### src/rtl/core_bus_buffer.sv
// Request FIFO between the Core bus port and the system bus. It caps the number of
// reads in flight by counting completed response bursts; responses pass straight through.
module core_bus_buffer #(
  parameter int BUS_DATA_WIDTH  = 64,
  parameter int BUS_TAG_WIDTH   = 13,
  parameter int DEPTH           = 8,
  parameter int MAX_OUTSTANDING = 2,
  parameter int RESP_BEATS      = 8
) (
  input  logic                                   clk,
  input  logic                                   reset,
  input  logic                                   up_reqcyc,
  input  logic [BUS_DATA_WIDTH-1:0]              up_req,
  input  logic [BUS_TAG_WIDTH-1:0]               up_reqtag,
  output logic                                   up_reqack,
  output logic                                   dn_reqcyc,
  output logic [BUS_DATA_WIDTH-1:0]              dn_req,
  output logic [BUS_TAG_WIDTH-1:0]               dn_reqtag,
  input  logic                                   dn_reqack,
  input  logic                                   dn_respcyc,
  input  logic [BUS_DATA_WIDTH-1:0]              dn_resp,
  input  logic [BUS_TAG_WIDTH-1:0]               dn_resptag,
  output logic                                   dn_respack,
  output logic                                   up_respcyc,
  output logic [BUS_DATA_WIDTH-1:0]              up_resp,
  output logic [BUS_TAG_WIDTH-1:0]               up_resptag,
  input  logic                                   up_respack,
  output logic [$clog2(MAX_OUTSTANDING+1)-1:0]   outstanding
);

  localparam int AW = $clog2(DEPTH);
  localparam int CW = $clog2(DEPTH + 1);
  localparam int OW = $clog2(MAX_OUTSTANDING + 1);
  localparam int BW = (RESP_BEATS > 1) ? $clog2(RESP_BEATS) : 1;
  localparam int EW = BUS_TAG_WIDTH + BUS_DATA_WIDTH;

  logic [EW-1:0] mem [DEPTH];
  logic [AW-1:0] wr_ptr;
  logic [AW-1:0] rd_ptr;
  logic [CW-1:0] count;
  logic [BW-1:0] beat_cnt;
  logic [EW-1:0] head;
  logic          head_is_read;
  logic          show_head;
  logic          blocked;
  logic          push;
  logic          pop;
  logic          resp_hs;
  logic          last_beat;
  logic          inc;
  logic          dec;

  assign head         = mem[rd_ptr];
  assign head_is_read = head[EW-1];
  assign show_head    = reset && (count != '0);
  assign blocked      = head_is_read && (outstanding == OW'(MAX_OUTSTANDING));

  assign up_reqack = reset && up_reqcyc && (count != CW'(DEPTH));
  assign dn_reqcyc = show_head && !blocked;
  assign dn_req    = show_head ? head[BUS_DATA_WIDTH-1:0] : '0;
  assign dn_reqtag = show_head ? head[EW-1:BUS_DATA_WIDTH] : '0;

  assign push = up_reqack;
  assign pop  = dn_reqcyc && dn_reqack;

  assign up_respcyc = dn_respcyc;
  assign up_resp    = dn_resp;
  assign up_resptag = dn_resptag;
  assign dn_respack = up_respack;

  assign resp_hs   = dn_respcyc && up_respack;
  assign last_beat = resp_hs && (beat_cnt == BW'(RESP_BEATS - 1));
  assign inc       = pop && head_is_read;
  // A burst completing with nothing outstanding is a protocol error; drop the decrement.
  assign dec       = last_beat && (outstanding != '0);

  always_ff @(posedge clk) begin
    if (push) mem[wr_ptr] <= {up_reqtag, up_req};
  end

  always_ff @(posedge clk) begin
    if (!reset) begin
      wr_ptr      <= '0;
      rd_ptr      <= '0;
      count       <= '0;
      beat_cnt    <= '0;
      outstanding <= '0;
    end else begin
      if (push) wr_ptr <= wr_ptr + AW'(1);
      if (pop)  rd_ptr <= rd_ptr + AW'(1);
      case ({push, pop})
        2'b10:   count <= count + CW'(1);
        2'b01:   count <= count - CW'(1);
        default: count <= count;
      endcase
      if (resp_hs) beat_cnt <= last_beat ? '0 : beat_cnt + BW'(1);
      case ({inc, dec})
        2'b10:   outstanding <= outstanding + OW'(1);
        2'b01:   outstanding <= outstanding - OW'(1);
        default: outstanding <= outstanding;
      endcase
    end
  end

endmodule

### config.mk
export PLATFORM = sky130hd
export DESIGN_NAME = core_bus_buffer
export DESIGN_NICKNAME = d
export VERILOG_FILES = /design/src/rtl/core_bus_buffer.sv
export SDC_FILE = /design/constraint.sdc
export NUM_CORES = 1
export LEC_CHECK = 0
export BUFFER_PORTS_ARGS = -buffer_cell sky130_fd_sc_hd__buf_2
export CORE_MARGIN = 3
export CORE_UTILIZATION = 54
export CTS_BUF_LIST = sky130_fd_sc_hd__clkbuf_8
export DETAILED_ROUTE_END_ITERATION = 8
export PLACE_DENSITY = 0.76
export SYNTH_ARGS = -nofsm -noshare
export SYNTH_HDL_FRONTEND = slang
export SYNTH_SLANG_ARGS = --single-unit
### constraint.sdc
create_clock -name clk -period 10.15 [get_ports clk]
set_input_delay 0.5075 -clock clk [delete_from_list [all_inputs] [get_ports clk]]
set_output_delay 0.5075 -clock clk [all_outputs]
set_load 0.01 [all_outputs]
==> metrics.cfg <==
[run_status]
status = finished clean

[sta]
fin_crit_ps = 4450
fin_crit_sh_pct = 43.84
finalSetupTns_ps = 0
drv_slew = 0
fmax_mhz = 224.7
rsz0062_at_grt = no
worst_pin_slew_ps = 1066
clock_skew_ps = 22.32
hold_viol_final = 0
slew_headroom_pct = 28.95
setup_viol = 0
setup_slack_ps = 5700

[synth]
synth_cells = 1170
synth.most_common_cell = edfxtp_1
synth_area_leaders = edfxtp_1, mux4_2, mux2i_1
yosysUniqueCellTypes = 35
synth_nets = 1337
ys_async_sr_fraction_pct = 0
yosysTopAreaCell = edfxtp_1
synth-seq-cells = 634
ys_top_cells_by_count = edfxtp_1, mux4_2, mux2i_1, nor2_1, buf_4
synth-warning-count = 0
synth_top_area_share_pct = 74.33
synth-edff-count = 616
yosysSeqAreaShare_pct = 75.78
syn_area_per_cell_um2 = 21.27
synth_area_um2 = 24890
synth_ff_type = edfxtp_1

[worst_setup_path]
slowest_delay_ps = 900
slowest_stage = buf_4
r2r_cells = 10
worst-path-max-fanout = 50
crit_path_start_kind = register
rrSetupSlack_ps = 6680
crit_path_end_kind = output pin
crit_type = register to output pin
path_cells = buf_4 > buf_4 > mux4_2 > mux2i_1 > nor2_1 > buf_2
crit_arrival_ps = 3940
worst-endpoint-required_ps = 9640
crit_top_cell = buf_4
timing.rr.end = count[2]$_SDFFE_PN0P_

[drt]
wl_per_cell_um = 25.78
drc = 0
wl_mm = 51.41
ant_nets = 0
dr.first_iter.drc_count = 949
vias = 11620
first_pass_iters = 5
viasPerCell = 5.827

[clock_network]
post_cts_resized = 0
clkLatencyLatePin_ps = 680
numCtsBuffers = 98
cts_sinks = 634
cts_setup_buffers = 0
cts_max_level = 3
cts_hold_buf = 0
path_clk_slew_ps = 60
cts_root_buffer = clkbuf_8
tritoncts = yes
clk_path_buf_depth = 3

[cells_and_area]
layout.nets = 1488
fillers = 3242
syn_to_final_growth_pct = 10.67
drive_above_1_share_pct = 33.43

[global_route]
overflow = 0
grt_first_pass_wirelength_mm = 75.64
first_global_vias = 11980
grt_max_degree = 72
antenna_found_initial = 12
grt_use_total_pct = 21.42

[floorplan]
fp.dieArea_um2 = 48700
die_width_um = 220.7
dieHeight_um = 220.7
core_um2 = 45480
ios = 320
rows = 78
initial_core_util_pct = 54.72

[flow_run]
drv_cap = 0

[placement]
hpwl_mm = 28.85
port_buffers = 165
gp_congestion = 0.7682
dp_slack_ps = 6237

[worst_hold_path]
holdPathStages = 1
hold_path_class = input port to register
whs_endpoint = mem[1][38]$_DFFE_PP_
hold_start = up_req[38]

[power]
leakagePower_nw = 8.942
p_per_area_nw_per_um2 = 185.7
max-vdd-ir-drop_v = 0.0001476

==> state kept, by name, indices dropped and copies added (netlist names), named ones only <==
name	cells
beat_cnt	3
rd_ptr	3
outstanding	2
wr_ptr	3
mem	616
count	4
==> worst max-delay path, delay by kind of cell, from the launching register on <==
family | cells | cell delay [ps]
flops | 1 | 580
buf+inv | 3 | 1780
simple gates | 1 | 90
mux | 2 | 780
==> power by group <==
group	total (mW)	switching (mW)	internal, mW	leakage, nW
clock network	1.82	0.916	0.909	0.999
registers	2.93	0.0191	2.91	5.71
logic	0.359	0.199	0.159	2.23
==> layout make-up <==
class	instances	area, µm²	share of cell area (%)
Tap cell	600	750.7	2.726
Clock buffer	100	1376	4.997
Antenna cell	3	7.507	0.02726
Multi-Input combinational cell	397	5234	19.00
Timing Repair Buffer	189	1006	3.653
Inverter	1	3.754	0.01363
Sequential cell	634	18870	68.51
Clock inverter	70	294.0	1.068
==> per-stage QoR <==
stage	instances	power, mW	hold slack, ps	instance area, µm²	util (%)
3_3_place_gp	1821	3.344	445.2	25860	56.87
5_1_grt	1992	5.322	63.13	27540	60.55
2_1_floorplan	1170	3.252	432.8	24890	-
4_1_cts	1991	5.178	30.32	27530	60.54
3_5_place_dp	1821	3.353	461.7	25860	56.87
6_report	1994	5.115	99.12	27540	60.56
==> cell families (layout without fill, tap and decap cells) <==
group	count (synthesis)	in the layout	share of synthesized area [%]
other cells	0	3	0
simple gates	129	129	2.348
xor+xnor	7	7	0.2464
mux	238	238	17.37
compound gates	16	16	0.4877
flops	634	634	75.78
fa+ha+maj	7	7	0.3519
buf+inv	139	360	3.424
==> routing by layer <==
| layer | up-vias | share of wire (%) | global-route usage [%] |
|---|---|---|---|
| met5 | - | 0.21 | 0.1010 |
| met4 | 16 | 3.8 | 9.298 |
| met3 | 173 | 7.7 | 6.138 |
| met2 | 428 | 50 | 34.90 |
| met1 | 6018 | 39 | 27.23 |
| li1 | 4985 | - | - |
==> layout by cell type (no fill, tap or decap), drive strengths merged, types with 3 or more instances in the layout <==
| cell | synthesis | layout |
|---|---|---|
| and2 | 6 | 6 |
| edfxtp | 616 | 616 |
| xnor2 | 4 | 4 |
| clkinv | 0 | 24 |
| mux4 | 154 | 154 |
| xor2 | 3 | 3 |
| a21oi | 4 | 4 |
| o21ai | 3 | 3 |
| mux2i | 84 | 84 |
| nor3b | 5 | 5 |
| diode | 0 | 3 |
| inv | 1 | 45 |
| nand2 | 11 | 11 |
| clkbuf | 23 | 100 |
| ha | 7 | 7 |
| nor4b | 4 | 4 |
| buf | 115 | 189 |
| a21boi | 3 | 3 |
| nor3 | 3 | 3 |
| nor2b | 8 | 8 |
| nand2b | 5 | 5 |
| nor2 | 82 | 82 |
| dfxtp | 18 | 18 |
==> worst max-delay path by stage <==
| stage | endpoint | cells after the start | slack [ps] | start |
|---|---|---|---|---|
| floorplan | mem[4][0]$_DFFE_PP_ | 5 | 590 | count[1]$_SDFFE_PN0P_ |
| global placement | dn_reqtag[8] | 6 | 6260 | register |
| detailed placement | dn_reqtag[8] | 6 | 6240 | register |
| CTS | dn_reqtag[8] | 6 | 5500 | register |
| global route | dn_reqtag[8] | 6 | 5290 | register |
| finish | dn_reqtag[8] | 6 | 5700 | register |
(Power assumes the default switching activity.)
